$ cat config.mk
export PLATFORM = sky130hd
export DESIGN_NAME = arranque_rampa_param
export DESIGN_NICKNAME = d
export VERILOG_FILES = /design/src/rtl/arranque_rampa_param_pkg.sv /design/src/rtl/arranque_rampa_param_pwm_gen.sv /design/src/rtl/arranque_rampa_param.sv
export SDC_FILE = /design/constraint.sdc
export NUM_CORES = 1
export LEC_CHECK = 0
export BUFFER_PORTS_ARGS = -buffer_cell sky130_fd_sc_hd__buf_2
export CAP_MARGIN = 20
export CORE_ASPECT_RATIO = 0.75
export CORE_MARGIN = 5
export CORE_UTILIZATION = 45
export DETAILED_ROUTE_END_ITERATION = 8
export PLACE_DENSITY_LB_ADDON = 0.05
export SETUP_SLACK_MARGIN = 0.1
export SYNTH_ARGS = -nofsm -noshare
export SYNTH_HDL_FRONTEND = slang
export SYNTH_SLANG_ARGS = --single-unit
$ cat constraint.sdc
create_clock -name clk -period 4 [get_ports clk]
set_input_delay 0 -clock clk [delete_from_list [all_inputs] [get_ports clk]]
set_output_delay 0 -clock clk [all_outputs]
set_load 0.1 [all_outputs]
$ cat src/rtl/arranque_rampa_param_pkg.sv
// Shared definitions for the parametrised soft-start ramp controller family:
// state/mode encodings and the level arithmetic used by the drive blocks.
package arranque_pkg;

  typedef enum logic [1:0] {
    IDLE      = 2'd0,
    RAMP_UP   = 2'd1,
    RUN       = 2'd2,
    RAMP_DOWN = 2'd3
  } state_t;

  // Rapido outranks Lento; neither selected means the ramp pauses.
  typedef enum logic [1:0] {
    MODE_PAUSE = 2'd0,
    MODE_FAST  = 2'd1,
    MODE_SLOW  = 2'd2
  } mode_t;

  function automatic int unsigned clog2(input int unsigned value);
    int unsigned r;
    r = 0;
    for (int unsigned i = 0; i < 32; i++) begin
      if ((32'd1 << i) < value) r = i + 1;
    end
    return r;
  endfunction

  function automatic int unsigned max_level(input int unsigned level_w);
    return (32'd1 << level_w) - 1;
  endfunction

  function automatic int unsigned step_size(input int unsigned level_w,
                                            input int unsigned n_steps);
    return max_level(level_w) / n_steps;
  endfunction

  function automatic int unsigned level_for(input int unsigned stage,
                                            input int unsigned n_steps,
                                            input int unsigned level_w);
    if (stage == 0) return 0;
    if (stage >= n_steps) return max_level(level_w);
    return stage * step_size(level_w, n_steps);
  endfunction

  function automatic mode_t select_mode(input logic rapido, input logic lento);
    if (rapido) return MODE_FAST;
    if (lento) return MODE_SLOW;
    return MODE_PAUSE;
  endfunction

endpackage

$ cat src/rtl/arranque_rampa_param_pwm_gen.sv
// Free-running PWM: counter 0..MAX-1, output high while counter < level.
module pwm_gen
  import arranque_pkg::*;
#(
  parameter int unsigned LEVEL_W = 8
) (
  input  logic               clk,
  input  logic               reset,
  input  logic [LEVEL_W-1:0] level,
  output logic               pwm_out
);

  localparam logic [LEVEL_W-1:0] CNT_LAST = LEVEL_W'(max_level(LEVEL_W) - 1);

  logic [LEVEL_W-1:0] pwm_cnt;

  always_ff @(posedge clk) begin
    if (reset) begin
      pwm_cnt <= '0;
      pwm_out <= 1'b0;
    end else begin
      pwm_cnt <= (pwm_cnt == CNT_LAST) ? '0 : pwm_cnt + LEVEL_W'(1);
      pwm_out <= (pwm_cnt < level);
    end
  end

endmodule

$ cat src/rtl/arranque_rampa_param.sv
// Soft-start/soft-stop ramp controller: N_STEPS equal level increments with
// mode-selected dwell, symmetric ramp-down, emergency stop and PWM drive.
module arranque_rampa_param
  import arranque_pkg::*;
#(
  parameter int unsigned N_STEPS    = 4,
  parameter int unsigned LEVEL_W    = 8,
  parameter int unsigned DWELL_W    = 16,
  parameter int unsigned DWELL_FAST = 1000,
  parameter int unsigned DWELL_SLOW = 4000
) (
  input  logic                             clk,
  input  logic                             reset,
  input  logic                             start,
  input  logic                             stop,
  input  logic                             estop,
  input  logic                             Rapido,
  input  logic                             Lento,
  output logic [LEVEL_W-1:0]               level,
  output logic [clog2(N_STEPS + 1)-1:0]    stage,
  output logic                             pwm_out,
  output logic                             busy,
  output logic                             full_speed,
  output logic                             done
);

  localparam int unsigned        STAGE_W    = clog2(N_STEPS + 1);
  localparam logic [STAGE_W-1:0] LAST_STAGE = STAGE_W'(N_STEPS);
  localparam logic [STAGE_W-1:0] ONE_STAGE  = STAGE_W'(1);
  localparam logic [DWELL_W-1:0] FAST_LAST  = DWELL_W'(DWELL_FAST - 1);
  localparam logic [DWELL_W-1:0] SLOW_LAST  = DWELL_W'(DWELL_SLOW - 1);

  state_t             state, state_n;
  mode_t              mode;
  logic [STAGE_W-1:0] stage_n;
  logic [DWELL_W-1:0] dwell_cnt, dwell_cnt_n, dwell_last, dwell_tick;
  logic               mode_on, advance, done_n;

  // >= rather than == so a switch to a shorter dwell advances on the next active cycle.
  always_comb begin
    mode       = select_mode(Rapido, Lento);
    mode_on    = (mode != MODE_PAUSE);
    dwell_last = (mode == MODE_SLOW) ? SLOW_LAST : FAST_LAST;
    advance    = mode_on && (dwell_cnt >= dwell_last);
    dwell_tick = mode_on ? dwell_cnt + DWELL_W'(1) : dwell_cnt;
  end

  always_comb begin
    state_n     = state;
    stage_n     = stage;
    dwell_cnt_n = dwell_cnt;
    done_n      = 1'b0;
    if (estop) begin
      state_n     = IDLE;
      stage_n     = '0;
      dwell_cnt_n = '0;
    end else begin
      case (state)
        IDLE: begin
          dwell_cnt_n = '0;
          if (start && !stop) begin
            state_n = RAMP_UP;
            stage_n = ONE_STAGE;
          end
        end
        RAMP_UP: begin
          if (stop) begin
            state_n     = RAMP_DOWN;
            dwell_cnt_n = '0;
          end else if (advance) begin
            stage_n     = stage + ONE_STAGE;
            dwell_cnt_n = '0;
            if (stage + ONE_STAGE == LAST_STAGE) state_n = RUN;
          end else begin
            dwell_cnt_n = dwell_tick;
          end
        end
        RUN: begin
          dwell_cnt_n = '0;
          if (stop) state_n = RAMP_DOWN;
        end
        RAMP_DOWN: begin
          if (start && !stop) begin
            // A reversal before the first down-step is already at full scale.
            state_n     = (stage == LAST_STAGE) ? RUN : RAMP_UP;
            dwell_cnt_n = '0;
          end else if (advance) begin
            stage_n     = stage - ONE_STAGE;
            dwell_cnt_n = '0;
            if (stage == ONE_STAGE) begin
              state_n = IDLE;
              done_n  = 1'b1;
            end
          end else begin
            dwell_cnt_n = dwell_tick;
          end
        end
        default: begin
          state_n     = IDLE;
          stage_n     = '0;
          dwell_cnt_n = '0;
        end
      endcase
    end
  end

  always_ff @(posedge clk) begin
    if (reset) begin
      state     <= IDLE;
      stage     <= '0;
      level     <= '0;
      dwell_cnt <= '0;
      done      <= 1'b0;
    end else begin
      state     <= state_n;
      stage     <= stage_n;
      level     <= LEVEL_W'(level_for(32'(stage_n), N_STEPS, LEVEL_W));
      dwell_cnt <= dwell_cnt_n;
      done      <= done_n;
    end
  end

  assign busy       = (state == RAMP_UP) || (state == RAMP_DOWN);
  assign full_speed = (state == RUN);

  pwm_gen #(
    .LEVEL_W(LEVEL_W)
  ) u_pwm_gen (
    .clk    (clk),
    .reset  (reset),
    .level  (level),
    .pwm_out(pwm_out)
  );

endmodule

==> flow_summary.json, run 1 <==
{
  "insertion_delay_ns": 0.29,
  "min_to": "stage[0]",
  "slew_viol_final": 0,
  "grt-busiest-layer": "met1",
  "port-buffer-count": 21,
  "p_per_area_nw_per_um2": 250,
  "use_met3": 0.0360,
  "synth_edf_count": 0,
  "fin_area_um2": 3010,
  "grt_use_total": 0.161,
  "overflow": 0,
  "crit_slowest_cell": "fa_1",
  "diodes": 0,
  "placed_cell_area_um2": 2760,
  "r2r_setup_slack_ns": 0.12,
  "start_util": 0.469,
  "die_area_um2": 7220,
  "post-route-period-util": 0.970,
  "rows": 23,
  "path_buf_inv": 4,
  "cts_buffer_depth": 2,
  "synthFlopType": "dfxtp_1",
  "grt_max_degree": 17,
  "drtIter0Drc": 47,
  "hold_violations": 0,
  "htree_levels": 2,
  "rsz0062_at_grt": "yes",
  "crit_path_end_kind": "register",
  "ys_seq_elements": 38,
  "dp_slack_ns": 0.0635,
  "cts_root_buffer": "clkbuf_8",
  "grt_pass1_wl_mm": 9.07,
  "required_ns": 4.15,
  "nFillCells": 499,
  "path_delay_family": "adder cells",
  "syn_area_per_cell_um2": 9.01,
  "core_um2": 5380,
  "critical_path_class": "reg2reg",
  "startpoint_type": "register",
  "grt_pass1_vias": 1837,
  "fmax_ghz": 0.258,
  "slowest_delay_ns": 0.49,
  "r2r_start": "dwell_cnt[4]",
  "hpwlAfterDp_mm": 4.00,
  "drc": 0,
  "synth-async-reset-ratio": 0,
  "setup_slack_ns": 0.118,
  "r2r_end": "level[5]",
  "ir_drop_mv": 0.109,
  "total_power_uw": 754,
  "syn-num-nets": 317,
  "fin_crit_ns": 3.88,
  "fp.dieH_um": 74.8,
  "arrival_ns": 4.03,
  "synth-seq-area-share": 0.302,
  "via_per_inst": 5.15,
  "vias": 2050,
  "syn_to_final_growth_pct": 19.4,
  "pin_count": 22,
  "hp-start": "estop",
  "synthCells": 280,
  "synth_warnings": 0,
  "cts_sinks": 38,
  "cts_buffers": 5,
  "fin_tns_setup_ns": 0,
  "drt-wirelength-per-cell_um": 13.4,
  "cts_tree": "built",
  "maxCapViolations": 0,
  "tightest_slew_ns": 0.591,
  "min_path_type": "in2reg",
  "finalClockSkew_ns": 0.0148,
  "drive_gt1_frac": 0.263,
  "worstRegToRegCells": 16,
  "finalNetCount": 359,
  "met1_usage": 0.253,
  "ys_types": 64,
  "antenna_found_initial": 0,
  "die_x_um": 96.5,
  "gp_congestion": 0.781,
  "dp_cells": 379,
  "use_met2": 0.221,
  "cellLeakagePower_uw": 0.00119,
  "status": "finished clean",
  "whs_path_depth": 2,
  "fin_cells": 398,
  "cpMostUsedCell": "inv_2",
  "syn_area_um2": 2520,
  "final_antenna_net_count": 0,
  "relSlewSlack": 0.605,
  "path_clk_slew_ns": 0.09,
  "path_cells": "ha_4 -> a21o_4 -> buf_12 -> o31a_1 -> a32oi_4 -> nand4_1 -> a31o_2 -> fa_1 -> inv_2 -> ha_4 -> inv_2 -> fa_2 -> inv_2 -> fa_1 -> nand2_1 -> nand3_1",
  "drt_first_pass_iters": 4,
  "setup_viol": 0,
  "critPathMaxFanout": 4,
  "routed_wl_mm": 5.35
}
power breakdown:
part | switching (uW) | leakage [uW] | internal, uW
combinational | 54.4 | 0.000832 | 30.2
sequential | 5.63 | 0.000309 | 382
clock | 143 | 0.0000472 | 139
total | 203 | 0.00119 | 551
metal layers:
metal,vias up,share of wire
met5,-,0
met4,0,0.0075
met3,5,0.036
met2,36,0.42
met1,929,0.54
li1,1080,-
placed cells by master, fill, tap and decap left out, drive strengths merged, types with 5 or more instances in the layout:
| cell type | count |
|---|---|
| a21oi | 13 |
| a31oi | 7 |
| buf | 41 |
| clkbuf | 6 |
| dfxtp | 38 |
| fa | 5 |
| ha | 25 |
| inv | 17 |
| nand2 | 21 |
| nand3 | 15 |
| nand4 | 6 |
| nor2 | 34 |
| nor3 | 9 |
| o21ai | 11 |
| xnor2 | 7 |
| xor2 | 9 |
kinds of logic (layout without fill, tap and decap cells):
family | Yosys count | after routing | share of synthesized area
muxes | 3 | 3 | 0.0188
AOI/OAI and AO/OA | 59 | 59 | 0.199
xor gates and xnor gates | 16 | 16 | 0.0556
and+or+nand+nor | 109 | 109 | 0.219
adders and majority gates | 30 | 30 | 0.164
buffers and inverters | 25 | 68 | 0.0422
DFF | 38 | 38 | 0.302
state kept, by name, summed over array words and instances, names as in the netlist:
| signal | count |
|---|---|
| level | 7 |
| u_pwm_gen.pwm_cnt | 8 |
| stage | 3 |
| u_pwm_gen.pwm_out | 1 |
| state | 2 |
| done | 1 |
| dwell_cnt | 16 |
timing repair:
action,in CTS,in global routing
pin swaps,7,13
endpoints found under the hold margin,1,0
gates resized for setup,9,4
buffers inserted,3,7
endpoints found under the setup margin,1,4
gates cloned,0,0
hold buffers,1,0
metrics by stage:
stage	hold WS, ns	utilization
after floorplan	0.0694	-
after global placement	0.300	0.513
after detailed placement	0.276	0.513
after CTS	0.0125	0.547
after global routing	0.0373	0.560
final	0.0242	0.560
area by class of cell:
class	instances	area, um2	area share
Timing Repair Buffer	42	290	0.0963
Tap cell	75	93.8	0.0311
Multi-Input combinational cell	217	1700	0.564
Clock buffer	6	82.6	0.0274
Inverter	18	67.6	0.0224
Clock inverter	2	12.5	0.00415
Sequential cell	38	768	0.255
worst max-delay path by stage:
stage / from / end / slack, ns / cells past startpoint
2_1_floorplan: dwell_cnt[3] / level[5] / 0.15 / 16
3_3_place_gp: Lento / level[5] / 0.15 / 19
3_5_place_dp: Lento / level[5] / 0.06 / 19
4_1_cts: dwell_cnt[4] / level[6] / 0.1 / 17
5_1_grt: dwell_cnt[4] / level[7] / -0.06 / 16
6_report: dwell_cnt[4] / level[5] / 0.12 / 16
synthesized netlist by cell type, types with 2 or more instances:
cell	number	share of area
nand2_1	20	0.030
nand2b_1	3	0.0074
inv_1	17	0.025
a31oi_1	6	0.015
o31a_1	2	0.0069
nand3b_1	2	0.0060
xnor2_1	7	0.024
clkbuf_1	4	0.0060
dfxtp_1	38	0.30
or2_2	2	0.0050
a21oi_1	12	0.024
o21bai_1	2	0.0060
nand4_1	6	0.015
o31ai_1	2	0.0060
nand3_1	15	0.030
a211o_1	2	0.0069
nor2_1	34	0.051
and2_1	2	0.0050
o21ai_0	10	0.020
and3_1	3	0.0074
nor3_1	8	0.016
a21o_1	2	0.0060
or3_1	3	0.0074
ha_1	25	0.12
xor2_1	9	0.031
fa_1	5	0.040
nor4_1	2	0.0050
Note: power is estimated with default switching activity, not from simulation.
==> run 2, diff against run 1 <==
--- a/config.mk
+++ b/config.mk
@@ -9,7 +9,7 @@
 export CAP_MARGIN = 20
 export CORE_ASPECT_RATIO = 0.75
 export CORE_MARGIN = 5
-export CORE_UTILIZATION = 45
+export CORE_UTILIZATION = 40
 export DETAILED_ROUTE_END_ITERATION = 8
 export PLACE_DENSITY_LB_ADDON = 0.05
 export SETUP_SLACK_MARGIN = 0.1
==> constraint.sdc (replaced) <==
create_clock -name clk -period 4.6 [get_ports clk]
set_input_delay 0 -clock clk [delete_from_list [all_inputs] [get_ports clk]]
set_output_delay 0 -clock clk [all_outputs]
set_load 0.1 [all_outputs]
==> flow_summary.json, run 2 (same netlist as run 1, synthesis figures left out) <==
{
  "p_int_uw": 475,
  "cts_sinks": 38,
  "grt_use_total": 0.140,
  "ir_drop_mv": 0.107,
  "setup_slack_ns": 0.422,
  "finalClockSkew_ns": 0.00896,
  "drc": 0,
  "worstRegToRegCells": 16,
  "drt_first_pass_iters": 4,
  "p_comb_frac": 0.103,
  "port-buffer-count": 21,
  "hpwlAfterDp_mm": 4.05,
  "path_clk_slew_ns": 0.08,
  "p_switching_uw": 172,
  "setup_viol": 0,
  "die_area_um2": 8010,
  "fmax_ghz": 0.239,
  "relSlewSlack": 0.580,
  "maxCapViolations": 0,
  "startpoint_type": "register",
  "clkPwrFrac": 0.375,
  "syn_to_final_growth_pct": 10.8,
  "arrival_ns": 4.33,
  "fin_tns_setup_ns": 0,
  "via_per_inst": 5.02,
  "drt-wirelength-per-cell_um": 13.2,
  "gp_congestion": 0.781,
  "hold_violations": 0,
  "whs_ns": 0.0321,
  "critPathMaxFanout": 5,
  "slew_viol_final": 0,
  "vias": 1926,
  "path_cells": "ha_1 -> and4_4 -> o41ai_4 -> a21oi_4 -> o31ai_2 -> a32oi_1 -> a31o_2 -> fa_1 -> inv_1 -> ha_1 -> inv_1 -> fa_1 -> inv_1 -> fa_1 -> nand2_1 -> nand3_1",
  "final_antenna_net_count": 0,
  "required_ns": 4.76,
  "final_cell_mix": "38 x dfxtp_1, 34 x nor2_1, 25 x ha_1",
  "fp.dieH_um": 78.8,
  "crit_path_end_kind": "register",
  "finalNetCount": 339,
  "fin_crit_ns": 4.18,
  "antenna_found_initial": 0,
  "crit_path_start": "dwell_cnt[3]",
  "insertion_delay_ns": 0.29,
  "crit_slowest_cell": "fa_1",
  "core_um2": 6220,
  "grt_pass1_wl_mm": 8.92,
  "htree_levels": 2,
  "r2r_end": "level[5]",
  "pwr-share-seq": 0.522,
  "cts_buffer_depth": 2,
  "rows": 25,
  "grt_pass1_vias": 1873,
  "drive_gt1_frac": 0.172,
  "largest_reg_flops": 16,
  "tightest_slew_ns": 0.628,
  "power.share.switching": 0.266,
  "diodes": 0,
  "nFillCells": 623,
  "status": "finished clean",
  "r2r_setup_slack_ns": 0.42,
  "cp-endpoint": "level[5]",
  "reg.largest.list": "dwell_cnt (16), u_pwm_gen.pwm_cnt (8), level (7)",
  "min_path_type": "in2reg",
  "dp_slack_ns": 0.301,
  "r2r_start": "dwell_cnt[3]",
  "layout_commonest_cell": "dfxtp_1",
  "post-route-period-util": 0.908,
  "p_per_area_nw_per_um2": 231,
  "slowest_delay_ns": 0.51,
  "cts_root_buffer": "clkbuf_8",
  "cellLeakagePower_uw": 0.00109,
  "start_util": 0.405,
  "pin_count": 22,
  "regMostFlops": "dwell_cnt",
  "routed_wl_mm": 5.07,
  "grt_max_degree": 17,
  "die_x_um": 102,
  "cts_buffers": 5,
  "drtIter0Drc": 52,
  "cts_tree": "built",
  "rsz0062_at_grt": "no",
  "overflow": 0,
  "critical_path_class": "reg2reg"
}
==> run 2: cell types whose count changed in the layout (fill, tap and decap cells not counted), sizes merged <==
cell | previous run | this run
buf | 41 | 21
==> run 2: critical path: cells and delay by family (launching register included) <==
kind,cells,cell delay [ns]
AOI/OAI and AO/OA,5,1.21
adders and majority gates,5,1.72
buffers and inverters,3,0.33
DFF,1,0.42
and+or+nand+nor,3,0.36
==> run 2: power by group through the flow <==
stage          Combinational [uW]  Clock, uW  Sequential (uW)
4_1_cts                      66.9        253              338
3_5_place_dp                 66.0          0              346
3_3_place_gp                 66.8          0              346
6_report                     66.6        242              338
5_1_grt                      74.3        266              339
2_1_floorplan                40.9          0              356
==> run 2: timing repair <==
action	CTS	global route
endpoints found under the hold margin	1	0
hold buffers	1	0
buffers inserted	0	0
resized for setup	0	0
==> run 2: metrics by stage <==
step | power, uW | utilization | cell area (um2) | instances
2_1_floorplan | 397 | - | 2520 | 280
3_3_place_gp | 413 | 0.432 | 2690 | 375
3_5_place_dp | 412 | 0.432 | 2690 | 375
4_1_cts | 658 | 0.449 | 2800 | 384
5_1_grt | 679 | 0.449 | 2800 | 384
6_report | 647 | 0.449 | 2800 | 384
==> run 2: cell type report <==
type / instances / area (um2) / share of cell area
flip-flops and latches: 38 / 761 / 0.272
clock inverters: 2 / 12.5 / 0.00448
multi-input cells: 217 / 1660 / 0.592
repair buffers: 22 / 115 / 0.0412
well taps: 81 / 101 / 0.0363
clock buffers: 6 / 82.6 / 0.0295
inverters: 18 / 67.6 / 0.0242
==> run 2: how the worst min path moves through the flow <==
stage | from | endpoint | slack [ns] | depth (start not counted)
after floorplan | reset | stage[0] | 0.08 | 1
after global placement | reset | stage[0] | 0.31 | 2
after detailed placement | reset | stage[0] | 0.29 | 2
after CTS | estop | stage[0] | 0.009 | 2
after global routing | estop | stage[0] | 0.04 | 2
final | estop | stage[0] | 0.03 | 2
==> run 2: routing by layer <==
metal,share of wire,up-vias,GRT usage
li1,-,1034,-
met1,0.57,867,0.209
met2,0.40,20,0.197
met3,0.028,5,0.0360
met4,0.0083,0,0.0398
met5,0,-,0
==> run 3, diff against run 2 <==
--- a/config.mk
+++ b/config.mk
@@ -9,7 +9,8 @@
 export CAP_MARGIN = 20
 export CORE_ASPECT_RATIO = 0.75
 export CORE_MARGIN = 5
-export CORE_UTILIZATION = 40
+export CORE_UTILIZATION = 35
+export CTS_BUF_LIST = sky130_fd_sc_hd__clkbuf_16
 export DETAILED_ROUTE_END_ITERATION = 8
 export PLACE_DENSITY_LB_ADDON = 0.05
 export SETUP_SLACK_MARGIN = 0.1
==> flow_summary.json, run 3 (same netlist as run 1, synthesis figures left out) <==
{
  "status": "finished clean",
  "grt_pass1_wl_mm": 9.23,
  "rows": 26,
  "crit_path_end_kind": "register",
  "whs_path_depth": 2,
  "path_delay_family": "adder cells",
  "ff_latch_area_um2": 761,
  "cts_tree": "built",
  "path_buf_inv": 3,
  "tightest_slew_ns": 0.626,
  "slew_viol_final": 0,
  "drive_gt1_frac": 0.166,
  "min_to": "stage[0]",
  "via_per_inst": 4.83,
  "r2r_end": "level[5]",
  "hold_violations": 0,
  "cts_sinks": 38,
  "nFillCells": 706,
  "hold_buffers": 0,
  "die_area_um2": 9020,
  "cts_root_buffer": "clkbuf_16",
  "port-buffer-count": 21,
  "htree_levels": 2,
  "relSlewSlack": 0.582,
  "fin_crit_ns": 4.20,
  "critPathMaxFanout": 5,
  "r2r_start": "dwell_cnt[3]",
  "min_path_type": "in2reg",
  "final_antenna_net_count": 0,
  "drt_first_pass_iters": 4,
  "diodes": 0,
  "maxCapViolations": 0,
  "grt_pass1_vias": 1851,
  "cts_buffer_depth": 2,
  "antenna_found_initial": 0,
  "largest_reg_flops": 16,
  "critical_path_class": "reg2reg",
  "drc": 0,
  "final_cell_mix": "38 x dfxtp_1, 34 x nor2_1, 25 x ha_1",
  "fmax_ghz": 0.238,
  "core_um2": 6900,
  "post_cts_buffers": 0,
  "hp-start": "reset",
  "ir_drop_mv": 0.151,
  "fin_tns_setup_ns": 0,
  "setup_viol": 0,
  "start_util": 0.366,
  "drtIter0Drc": 54,
  "rsz0062_at_grt": "no",
  "multi_input_area_um2": 1660,
  "syn_to_final_growth_pct": 13.8,
  "layout_commonest_cell": "dfxtp_1",
  "overflow": 0,
  "finalClockSkew_ns": 0.00542,
  "drt-wirelength-per-cell_um": 13.4,
  "routed_wl_mm": 5.35,
  "whs_ns": 0.0188,
  "regMostFlops": "dwell_cnt",
  "path_clk_slew_ns": 0.06,
  "startpoint_type": "register",
  "hpwlAfterDp_mm": 4.20,
  "gp_congestion": 0.756,
  "cts_resized": 0,
  "post-route-period-util": 0.912,
  "die_x_um": 108,
  "p_per_area_nw_per_um2": 275,
  "grt_use_total": 0.126,
  "required_ns": 4.74,
  "cellLeakagePower_uw": 0.00112,
  "crit_slowest_cell": "fa_1",
  "vias": 1927,
  "r2r_setup_slack_ns": 0.40,
  "fp.dieH_um": 83.5,
  "grt_max_degree": 17,
  "arrival_ns": 4.34,
  "pin_count": 22,
  "finalNetCount": 338,
  "worstRegToRegCells": 16,
  "slowest_delay_ns": 0.48,
  "cts_buffers": 5,
  "path_cells": "ha_1 -> and4_4 -> o31a_1 -> nor3_1 -> o21ai_0 -> a32oi_1 -> a31o_2 -> fa_1 -> inv_1 -> ha_1 -> inv_1 -> fa_1 -> inv_1 -> fa_1 -> nand2_1 -> nand3_1",
  "insertion_delay_ns": 0.28,
  "reg.largest.list": "dwell_cnt (16), u_pwm_gen.pwm_cnt (8), level (7)"
}
-- run 3: stage by stage --
| stage | total power [uW] | utilization | cell area, um2 | setup WS [ns] | cells |
|---|---|---|---|---|---|
| floorplan | 397 | - | 2520 | 0.546 | 280 |
| global placement | 413 | 0.393 | 2710 | 0.372 | 392 |
| detailed placement | 413 | 0.393 | 2710 | 0.270 | 392 |
| CTS | 798 | 0.416 | 2870 | 0.406 | 399 |
| global route | 820 | 0.416 | 2870 | 0.189 | 399 |
| finish | 790 | 0.416 | 2870 | 0.405 | 399 |
-- run 3: worst max-delay path by stage --
stage                       startpoint  endpoint  slack [ns]  depth (start not counted)
final                     dwell_cnt[3]  level[5]        0.40                         16
after global routing      dwell_cnt[4]  level[5]        0.19                         16
after CTS                 dwell_cnt[3]  level[5]        0.41                         16
after detailed placement        Rapido  level[5]        0.27                         19
after global placement          Rapido  level[5]        0.37                         19
after floorplan               stage[1]  level[5]        0.55                         13
-- run 3: report_power, final --
part	internal [uW]	switching (uW)	leakage, uW
logic	20.8	45.7	0.000731
registers	334	4.93	0.000307
clock network	251	134	0.0000773
-- run 3: cell type report --
type                    count  share of cell area
flip-flops and latches     38               0.265
clock buffers               5              0.0436
clock inverters             2              0.0118
well taps                  98              0.0427
multi-input cells         217               0.577
inverters                  18              0.0235
repair buffers             21              0.0366
-- run 3: layer usage --
| metal | share of wire | global-route usage |
|---|---|---|
| met5 | 0 | 0 |
| met4 | 0.0082 | 0.0298 |
| met3 | 0.037 | 0.0379 |
| met2 | 0.37 | 0.162 |
| met1 | 0.58 | 0.199 |
-- run 3: worst reg2reg max path, stage by stage (launching register included) --
cell	delay, ns
dfxtp_1	0.40
ha_1	0.26
and4_4	0.22
o31a_1	0.34
nor3_1	0.14
o21ai_0	0.15
a32oi_1	0.35
a31o_2	0.28
fa_1	0.48
inv_1	0.18
ha_1	0.20
inv_1	0.08
fa_1	0.37
inv_1	0.08
fa_1	0.40
nand2_1	0.06
nand3_1	0.07
